[src/rtl/overlap_add_address_manager.sv]
// rtl/overlap_add_address_manager.sv - overlap-add accumulation RAM sequencer with drain skid buffer
// Optional OLA_SATURATE_EN: clamp accumulated sums instead of wrapping them.
module overlap_add_address_manager #(
  parameter int ADDRWIDTH = 12,
  parameter int DATAWIDTH = 16
) (
  input  logic                 clock,
  input  logic                 reset_n,
  input  logic                 in_valid,
  output logic                 in_ready,
  input  logic [DATAWIDTH-1:0] in_data,
  output logic                 out_valid,
  input  logic                 out_ready,
  output logic [DATAWIDTH-1:0] out_data,
  output logic                 out_last,
  output logic [ADDRWIDTH-1:0] window_addr,
  output logic [ADDRWIDTH-1:0] rd_addr,
  output logic                 rd_en,
  input  logic [DATAWIDTH-1:0] rd_data,
  output logic [ADDRWIDTH-1:0] wr_addr,
  output logic                 wr_en,
  output logic [DATAWIDTH-1:0] wr_data
);
  localparam int HW = ADDRWIDTH - 1;
  localparam logic [HW-1:0] HALF_LAST = '1;

  logic [ADDRWIDTH-1:0] waddr_q, waddr_d;
  logic                 cur_q, cur_d;
  logic                 first_q, first_d;

  logic                 wr_pend_q, wr_add_q, wr_fin_q;
  logic [ADDRWIDTH-1:0] wr_addr_q;
  logic [DATAWIDTH-1:0] wr_in_q;

  logic                 drain_busy_q, drain_busy_d;
  logic                 drain_half_q, drain_half_d;
  logic [HW-1:0]        drain_idx_q, drain_idx_d;
  logic                 pend_q, pend_d;
  logic                 pend_half_q, pend_half_d;

  logic                 fly_q, fly_last_q;
  logic [DATAWIDTH-1:0] skid_data_q [2];
  logic [1:0]           skid_last_q;
  logic                 skid_rp_q, skid_wp_q;
  logic [1:0]           skid_cnt_q, skid_cnt_d;

  logic                 upper, accept, acc_rd, drain_rd, drain_done, push, pop;
  logic [HW-1:0]        in_idx;
  logic [DATAWIDTH-1:0] sum_res;

  assign in_idx   = waddr_q[HW-1:0];
  assign upper    = waddr_q[ADDRWIDTH-1];
  // Second-half writes target ~cur; they must wait until that half has been read out.
  assign in_ready = !(upper && drain_busy_q && (drain_half_q != cur_q));
  assign accept   = in_valid && in_ready;
  assign acc_rd   = accept && !upper && !first_q;

  assign drain_rd   = drain_busy_q && !acc_rd &&
                      (({1'b0, skid_cnt_q} + {2'b00, fly_q}) < 3'd2);
  assign drain_done = drain_rd && (drain_idx_q == HALF_LAST);

  assign rd_en   = acc_rd || drain_rd;
  assign rd_addr = acc_rd ? {cur_q, in_idx} : {drain_half_q, drain_idx_q};

  assign push = fly_q;
  assign pop  = out_valid && out_ready;

  assign out_valid   = (skid_cnt_q != 2'd0);
  assign out_data    = skid_data_q[skid_rp_q];
  assign out_last    = out_valid && skid_last_q[skid_rp_q];
  assign window_addr = waddr_q;

`ifdef OLA_SATURATE_EN
  logic [DATAWIDTH:0] sum_full;
  assign sum_full = {rd_data[DATAWIDTH-1], rd_data} + {wr_in_q[DATAWIDTH-1], wr_in_q};
  always_comb begin
    sum_res = sum_full[DATAWIDTH-1:0];
    if (sum_full[DATAWIDTH] != sum_full[DATAWIDTH-1])
      sum_res = {sum_full[DATAWIDTH], {(DATAWIDTH-1){~sum_full[DATAWIDTH]}}};
  end
`else
  assign sum_res = rd_data + wr_in_q;
`endif

  assign wr_en   = wr_pend_q;
  assign wr_addr = wr_addr_q;
  assign wr_data = wr_add_q ? sum_res : wr_in_q;

  always_comb begin
    waddr_d = waddr_q;
    cur_d   = cur_q;
    first_d = first_q;
    if (accept) begin
      waddr_d = waddr_q + ADDRWIDTH'(1);
      if (waddr_q == '1) begin
        cur_d   = ~cur_q;
        first_d = 1'b0;
      end
    end
  end

  // A finished first half may arrive while the previous half is still draining; it queues in pend.
  always_comb begin
    drain_busy_d = drain_busy_q;
    drain_half_d = drain_half_q;
    drain_idx_d  = drain_idx_q;
    pend_d       = pend_q;
    pend_half_d  = pend_half_q;
    if (drain_rd) begin
      drain_idx_d = drain_idx_q + HW'(1);
      if (drain_done) drain_busy_d = 1'b0;
    end
    if (!drain_busy_d && pend_q) begin
      drain_busy_d = 1'b1;
      drain_half_d = pend_half_q;
      drain_idx_d  = '0;
      pend_d       = 1'b0;
    end
    if (wr_pend_q && wr_fin_q) begin
      if (drain_busy_d) begin
        pend_d      = 1'b1;
        pend_half_d = wr_addr_q[ADDRWIDTH-1];
      end else begin
        drain_busy_d = 1'b1;
        drain_half_d = wr_addr_q[ADDRWIDTH-1];
        drain_idx_d  = '0;
      end
    end
  end

  always_comb begin
    skid_cnt_d = skid_cnt_q;
    if (push && !pop)      skid_cnt_d = skid_cnt_q + 2'd1;
    else if (pop && !push) skid_cnt_d = skid_cnt_q - 2'd1;
  end

  always_ff @(posedge clock) begin
    if (!reset_n) begin
      waddr_q      <= '0;
      cur_q        <= 1'b0;
      first_q      <= 1'b1;
      wr_pend_q    <= 1'b0;
      wr_add_q     <= 1'b0;
      wr_fin_q     <= 1'b0;
      drain_busy_q <= 1'b0;
      drain_half_q <= 1'b0;
      drain_idx_q  <= '0;
      pend_q       <= 1'b0;
      pend_half_q  <= 1'b0;
      fly_q        <= 1'b0;
      fly_last_q   <= 1'b0;
      skid_rp_q    <= 1'b0;
      skid_wp_q    <= 1'b0;
      skid_cnt_q   <= 2'd0;
    end else begin
      waddr_q      <= waddr_d;
      cur_q        <= cur_d;
      first_q      <= first_d;
      wr_pend_q    <= accept;
      wr_add_q     <= acc_rd;
      wr_fin_q     <= accept && !upper && (in_idx == HALF_LAST);
      drain_busy_q <= drain_busy_d;
      drain_half_q <= drain_half_d;
      drain_idx_q  <= drain_idx_d;
      pend_q       <= pend_d;
      pend_half_q  <= pend_half_d;
      fly_q        <= drain_rd;
      fly_last_q   <= drain_done;
      skid_cnt_q   <= skid_cnt_d;
      if (push) skid_wp_q <= ~skid_wp_q;
      if (pop)  skid_rp_q <= ~skid_rp_q;
    end
  end

  always_ff @(posedge clock) begin
    wr_addr_q <= {upper ^ cur_q, in_idx};
    wr_in_q   <= in_data;
    if (push) begin
      skid_data_q[skid_wp_q] <= rd_data;
      skid_last_q[skid_wp_q] <= fly_last_q;
    end
  end

endmodule

[config.mk]
export PLATFORM = sky130hd
export DESIGN_NAME = overlap_add_address_manager
export DESIGN_NICKNAME = d
export VERILOG_FILES = /design/src/rtl/overlap_add_address_manager.sv
export SDC_FILE = /design/constraint.sdc
export NUM_CORES = 1
export LEC_CHECK = 0
export CAP_MARGIN = 20
export CELL_PAD_IN_SITES_DETAIL_PLACEMENT = 0
export CELL_PAD_IN_SITES_GLOBAL_PLACEMENT = 1
export CORE_ASPECT_RATIO = 1.5
export CORE_MARGIN = 2
export CORE_UTILIZATION = 38
export DETAILED_ROUTE_END_ITERATION = 16
export GPL_ROUTABILITY_DRIVEN = 1
export PLACE_DENSITY_LB_ADDON = 0.2
export SLEW_MARGIN = 40
export SYNTH_ARGS = -nofsm -noshare
export SYNTH_HDL_FRONTEND = slang
export SYNTH_SLANG_ARGS = --single-unit
[constraint.sdc]
create_clock -name clock -period 2.9 [get_ports clock]
set_input_delay 0.435 -clock clock [delete_from_list [all_inputs] [get_ports clock]]
set_output_delay 0.435 -clock clock [all_outputs]
set_load 0.005 [all_outputs]
# Word-level counts from Yosys, hierarchy flattened
# Memories as Yosys holds them, arrays and structs flattened. A register that Yosys moved wholly into a read port is not among the register bits.
# Index checks and enable logic that the tools add are counted.
# op_classes
add_sub_neg	6
magnitude_cmp	4
eq_ne	4
mux	27
n_bitwise	4
reduce_logical	28
# ops
cell	count
$mux 11	4
$eq 11x11->1 const B	2
$mux 1	17
$add 16x16->16	1
$logic_and 1x1->1	16
$mux 16	1
$add 12x1->12 const B	1
$eq 12x12->1 const B	1
$mux 12	1
$add 11x1->11 const B	1
$logic_not 1->1	7
$lt 1x2->1 const B	2
$mux 2	2
$reduce_and 2->1	2
$reduce_bool 2->1	2
$add 2x1->3	1
$lt 3x2->1 const B	1
$not 1->1	3
$add 2x1->2 const B	1
$bwmux 2	1
$sub 2x1->2 const B	1
$demux 1 s1	1
$ge 1x1->1 const B	1
$logic_or 1x1->1	1
2 further kinds	2
# word_totals
reg_bits	68
ramBits	32
input_bits	36
n_memories	1
# memory_table
memory	words	word_bits	read_ports	rd_clocked_by_memory_dff	wr	line_no	rtl
skid_data_q	2	16	1	1	1	42	logic [DATAWIDTH-1:0] skid_data_q [2];

# Longest topological paths before layout
# Gate-level depths: netlist (run 1).
# depth
depth_word	17
mapped_depth	8

# Least setup slack after synthesis (run 1)
# Ideal clock, no wire load.
# synth_timing
path_kind	input to output
start	input port rd_data[0]
end	output port wr_data[12]
t_arrival_ns	2.233
path_slack_ns	0.232
stages	8
path_buffers	0
cell_sequence	ha_1 > fa_1 > a211oi_1 > o211ai_1 > nand2_1 > o21ai_0 > a311o_1 > nand3_1
# synth_between
elab_chain_len	2
# synth_rtl
element	line_no	rtl
from (decl)	19	input logic [DATAWIDTH-1:0] rd_data,
$add 16x16->16	82	assign sum_res = rd_data + wr_in_q;
$mux 16	87	assign wr_data = wr_add_q ? sum_res : wr_in_q;
to (decl)	22	output logic [DATAWIDTH-1:0] wr_data
# No other way between the ends.

# Worst setup path after layout (run 1)
# layout_timing
start	register wr_in_q[0]
end	output port wr_data[14]
# layout_between
elab_chain_len	2
# layout_rtl
element	line_no	rtl
from (decl)	33	logic [DATAWIDTH-1:0] wr_in_q;
from (signal assigned)	177	wr_in_q <= in_data;
$add 16x16->16	82	
$mux 16	87	
# No other way between the ends.

==> metrics.cfg, run 1 <==
[logic_synthesis]
syn_area_um2=4420
syn_nets=447
synth_top_family_by_area=simple AND/OR/NAND/NOR gates
ys_seq_elements=101
synthSimpleGateAreaFrac=0.124
synth_compound_gate_area_share=0.0917
synth_warnings=0
synthArstFlopShare=0
syn_inst=392
synth_fa_ha_area_frac=0.0555
yosys-mux-area-fraction=0.106
synthXorXnorAreaFrac=0.0693
synth_edf_count=34
syn_area_per_cell_um2=11.3
yosysUniqueCellTypes=50
synthFlopType=dfxtp_1
seq_area_frac_synth=0.534

[run_status]
violations=negative setup slack
status=finished with violations

[floorplan]
row_count=48
die_area_um2=12500
io_pins=109
core-area_um2=11400
die_h_um=136
die_w_um=92.1
initial_utilization=0.387

[final_layout]
fin_util=0.582
final_cell_mix=clkdlybuf4s50_1, dfxtp_1, buf_4
postLayoutCellArea_um2=6640
multi_input_comb_area_um2=2250
fillers=980
syn_to_final_growth_pct=50.3
final-seq-area_um2=2370
nNetsFinal=611
drive_above_1_share=0.291
final_common_cell=clkdlybuf4s50_1
num_antenna_cells=0

[clocking]
numCtsBuffers=9
cts_tree=yes
cts-root-buf=clkbuf_16
cts_num_sinks=101
clk_path_buf_depth=2
clk_pin_slew_ns=0.07
htreeDepth=3
clock_latency_ns=0.35
ctsHoldBuffers=0

[sta]
max_slew_margin=0.530
finalHoldViolCount=0
fin_ws_ns=-0.0249
fmax_ghz=0.342
finalSetupViolCount=2
rsz0062_at_grt=yes
maxSlewViolCount=0
tightestPinTransition_ns=0.704
fin_crit_ns=2.92
period_share=1.01
fin_skew_ns=0.00899

[drt]
drt-wirelength-per-cell_um=15.1
drtAntennaViolNets=0
firstDrtPassIters=4
drc=0
wl_um=10700
num_vias=3495
via_per_inst=4.92
drt_iter0_markers=76

[worst_setup_path]
cp.arrival_ns=2.49
cp.required_ns=2.47
worst_setup_path_end_kind=output port
critPathKind=reg2out
critPathLaunchType=register
cp_max_fo=2

[global_route]
grt_start_max_net_pins=22
gr-total-overflow=0
antenna_found_initial=0
grt_use_total=0.177
first_global_vias=3531
grt_pass1_wl_um=17200

[place]
port_buffers=108
routabilityCongestion=0.846
placed_area_um2=6010
hpwl_um=7840

[power]
ir_worst_vdd_v=0.000334
p_leak_uw=0.00255
p_per_area_nw_per_um2=495

[worst_hold_path]
hold_class=in2reg

[flow_run]
drv_cap=0

==> metrics by stage <==
step	total power, uW	hold slack, ns	TNS, ns	worst slack (ns)	instances
2_1_floorplan	1740	0.395	0	0.232	392
3_3_place_gp	1980	0.406	-7.24	-0.890	688
3_5_place_dp	1990	0.403	-7.85	-0.950	688
4_1_cts	3310	0.413	-0.0390	-0.0390	709
5_1_grt	3430	0.349	-0.561	-0.148	711
6_report	3290	0.345	-0.0332	-0.0249	711
==> area by class of cell <==
class / count / area share
clock buffer: 10 / 0.0377
clock inverter: 6 / 0.0104
inverter: 13 / 0.00735
multi-input combinational: 269 / 0.339
sequential: 101 / 0.356
tap: 150 / 0.0283
timing repair buffer: 162 / 0.221
==> power breakdown <==
| part | internal, uW | switching [uW] |
|---|---|---|
| clock network | 726 | 530 |
| registers | 1490 | 25.3 |
| logic | 312 | 211 |
| total | 2520 | 767 |
==> metal layers <==
| layer | track usage | part of all wire | up-vias |
|---|---|---|---|
| met3 | 0.0421 | 0.041 | 12 |
| met4 | 0.0647 | 0.018 | 0 |
| li1 | - | - | 1726 |
| met1 | 0.183 | 0.38 | 1673 |
| met2 | 0.341 | 0.56 | 84 |
| met5 | 0 | 0 | - |
==> synth_stat cells, drive strengths merged (5+ instances only) <==
cell type / number / area (um2)
mux2: 37 / 417
xor2: 20 / 175
nand2: 22 / 82.6
clkbuf: 5 / 18.8
edfxtp: 34 / 1020
dfxtp: 67 / 1340
xnor2: 15 / 131
a21oi: 19 / 95.1
nor2: 41 / 154
mux2i: 5 / 50.1
or3: 5 / 33.8
ha: 18 / 225
o21ai: 19 / 95.1
nand3: 9 / 45.0
nand4: 8 / 56.3
inv: 13 / 48.8
and2: 5 / 31.3
==> registers in the layout, summed over array words and instances, names as in the netlist, 2 cells and up, named ones only <==
register / cells
drain_idx_q: 11
skid_last_q: 2
wr_in_q: 16
window_addr: 12
skid_data_q: 32
wr_addr: 12
skid_cnt_q: 2
==> kinds of logic after synthesis <==
family	count (synthesis)
buffers and inverters	22
muxes	42
adders and majority gates	19
and+or+nand+nor	108
AOI/OAI and AO/OA	65
DFF	101
xor gates and xnor gates	35
==> path summary, 6_finish.rpt <==
path                                       from  slack [ns]           endpoint  depth (start not counted)
worst max register to register  window_addr[11]        0.79         fly_last_q                          5
worst min register to register  window_addr[10]        0.41        wr_addr[10]                          0
worst max-delay path                 wr_in_q[0]       -0.02        wr_data[14]                         10
worst min-delay path                 rd_data[3]        0.35  skid_data_q[0][3]                          1
==> critical path, stage by stage (launching register included) <==
cell	delay [ns]
dfxtp_2	0.34
ha_4	0.16
fa_2	0.39
a211oi_4	0.24
o211ai_1	0.15
buf_4	0.17
nand3_2	0.05
o31ai_2	0.06
xor2_1	0.17
mux2_4	0.28
buf_6	0.12
==> timing repair <==
action                     in CTS  in global routing
resized for setup              83                 21
setup endpoints to repair      13                 10
pin swaps                      27                  4
setup buffers                   6                  2
Power figures use the tool's default switching activity.
==> inputs of run 2 (changes only) <==
- CELL_PAD_IN_SITES_DETAIL_PLACEMENT: 0 -> default
- CELL_PAD_IN_SITES_GLOBAL_PLACEMENT: 1 -> default
- CORE_UTILIZATION: 38 -> 49
- CTS_CLUSTER_DIAMETER: default -> 80
==> run 2 against run 1 <==
The run now ends clean. Power grew 0.21%. Clock skew shrank 0.0034 ns. Via count up 3.2%. Worst setup slack improved by 0.028 ns. Combinational power fell by 1%. Utilization increased by 16 points. Highest routed layer unchanged.
==> metrics.cfg, run 2 (synthesis gave the netlist of run 1 again) <==
[run_status]
status=finished clean

[final_layout]
multi_input_comb_area_um2=2220  ; -1.6%
fillers=612  ; -38%
stdcell_count=666  ; -6.3%
final_common_cell=clkdlybuf4s50_1
final-seq-area_um2=2370  ; unchanged
syn_to_final_growth_pct=47.2
top_regs=skid_data_q (32), wr_in_q (16)
fin_util=0.741  ; +0.159
largest_reg_flops=32  ; unchanged
drive_above_1_share=0.279  ; -0.0118
num_antenna_cells=0  ; unchanged
nNetsFinal=606  ; -0.82%
regMostFlops=skid_data_q
final_cell_mix=clkdlybuf4s50_1, dfxtp_1, buf_4

[floorplan]
die_h_um=120  ; -12%
core-area_um2=8780  ; -23%
row_count=42  ; -13%
die_w_um=81.6  ; -11%
die_area_um2=9810  ; -22%
initial_utilization=0.504  ; +0.116
io_pins=109  ; unchanged

[clocking]
htreeDepth=3  ; unchanged
clock_latency_ns=0.35  ; about the same
cts_num_sinks=101  ; unchanged
clk_path_buf_depth=2  ; unchanged
ctsHoldBuffers=0  ; unchanged
cts-root-buf=clkbuf_16
cts_tree=yes
clk_pin_slew_ns=0.07  ; about the same
numCtsBuffers=9  ; unchanged

[sta]
tightestPinTransition_ns=0.681  ; -0.0227 ns
period_share=0.999  ; -0.00949
fmax_ghz=0.345  ; +0.95%
finalSetupTns_ns=0  ; +0.0332 ns
fin_ws_ns=0.00267  ; +0.0275 ns
fin_skew_ns=0.00556  ; -0.00342 ns
maxSlewViolCount=0  ; unchanged
fin_hold_ws_ns=0.349  ; +0.00340 ns
max_slew_margin=0.545  ; +0.0153
fin_crit_ns=2.90  ; -0.0275 ns
finalHoldViolCount=0  ; unchanged
rsz0062_at_grt=yes
finalSetupViolCount=0  ; -2

[worst_hold_path]
min_from=rd_data[6]
whs_endpoint=skid_data_q[0][6]
min_delay_path_depth=1  ; unchanged
hold_class=in2reg

[worst_setup_path]
cp_max_fo=4  ; +2
critPathKind=in2out
cp.required_ns=2.47  ; about the same
worst_setup_path_end_kind=output port
timing.rr.end=drain_idx_q[8]
cp_slowest_cell=ha_4
reg2reg_setup_slack_ns=0.81  ; +0.02 ns
critPathLaunchType=primary input
worstPathCellList=dlygate4sd2_1 > ha_4 > o21ai_2 > o21ai_2 > a31oi_1 > buf_4 > buf_4 > a21oi_2 > mux2i_1 > xor2_1 > buf_2
rr_worst_depth=6  ; +1
regToRegStartpoint=window_addr[11]
cpPeakStageDelay_ns=0.31  ; -0.08 ns
cp.arrival_ns=2.46  ; -0.03 ns

[drt]
wl_um=11300  ; +5.2%
via_per_inst=5.42  ; +10%
drc=0  ; unchanged
dr_wl_met3_um=755  ; +70%
drt_iter0_markers=224  ; +190%
top_layer_used=met4
firstDrtPassIters=5  ; +1
dr_wl_met2_um=6010  ; -0.74%
num_vias=3608  ; +3.2%
drt-wirelength-per-cell_um=17.0  ; +12%
drtAntennaViolNets=0  ; unchanged
wl_met1_um=4100  ; +1.4%

[global_route]
grt_pass1_wl_um=17600  ; +2.0%
grt_start_max_net_pins=23  ; +4.5%
first_global_vias=3623  ; +2.6%
antenna_found_initial=0  ; unchanged
grt_use_total=0.240  ; +0.0637
gr-total-overflow=0  ; unchanged

[place]
port_buffers=108  ; unchanged
dp.cells=646  ; -6.1%
routabilityCongestion=0.840  ; -0.80%
hpwl_um=7630  ; -2.7%
post-place-ws_ns=-0.862  ; +0.0876 ns

[power]
ir_worst_vdd_v=0.000360  ; +7.7%
p_leak_uw=0.00251  ; -1.4%
power.switching_uw=818  ; +6.7%
p_int_uw=2480  ; -1.8%
seqPwrFrac=0.459  ; about the same
p_per_area_nw_per_um2=507  ; +2.3%
clkPwrFrac=0.385  ; +0.003
combPwrFrac=0.157  ; -0.002
p_sw_frac=0.248  ; +0.0151

[flow_run]
drv_cap=0  ; unchanged

-- run 2: power by group through the flow --
stage / clock network [uW] / logic (uW) / registers (uW)
final: 1270 / 517 / 1510
after global routing: 1340 / 554 / 1520
after CTS: 1280 / 497 / 1510
after detailed placement: 0 / 444 / 1540
after global placement: 0 / 433 / 1540
after floorplan: 0 / 201 / 1530
-- run 2: repair_timing --
item	4_1_cts	5_1_grt
pin swaps	24	16
setup endpoints to repair	14	11
setup buffers	4	1
resized for setup	77	20
-- run 2: critical path: cells and delay by family --
family | cells | cell delay, ns
compound gates | 4 | 0.56
xor+xnor | 1 | 0.18
fa+ha+maj | 1 | 0.31
buf+inv | 4 | 0.72
mux | 1 | 0.27
-- run 2: area by class of cell --
class,instances,share of cell area
Clock buffer,9,0.0346
Inverter,13,0.00750
Clock inverter,7,0.0138
Tap cell,110,0.0212
Multi-Input combinational cell,269,0.341
Sequential cell,101,0.364
Timing Repair Buffer,157,0.218
-- run 2: how the worst max path moves through the flow --
| stage | start | slack [ns] | cells past startpoint | to |
|---|---|---|---|---|
| finish | rd_data[3] | 0.003 | 11 | wr_data[15] |
| global route | rd_data[3] | -0.04 | 11 | wr_data[15] |
| CTS | wr_in_q[0] | -0.04 | 9 | wr_data[12] |
| detailed placement | rd_data[0] | -0.86 | 10 | wr_data[12] |
| global placement | rd_data[0] | -0.85 | 10 | wr_data[12] |
| floorplan | rd_data[0] | 0.23 | 8 | wr_data[12] |
-- run 2: routing by layer --
layer  track usage  vias to the layer above
li1              -                     1726
met1         0.267                     1702
met2         0.422                      147
met3        0.0381                       33
met4         0.139                        0
met5             0                        -
-- run 2: through the flow --
step	total power [uW]	area, um2
2_1_floorplan	1740	4420
3_3_place_gp	1970	5940
3_5_place_dp	1980	5940
4_1_cts	3290	6480
5_1_grt	3410	6500
6_report	3300	6500
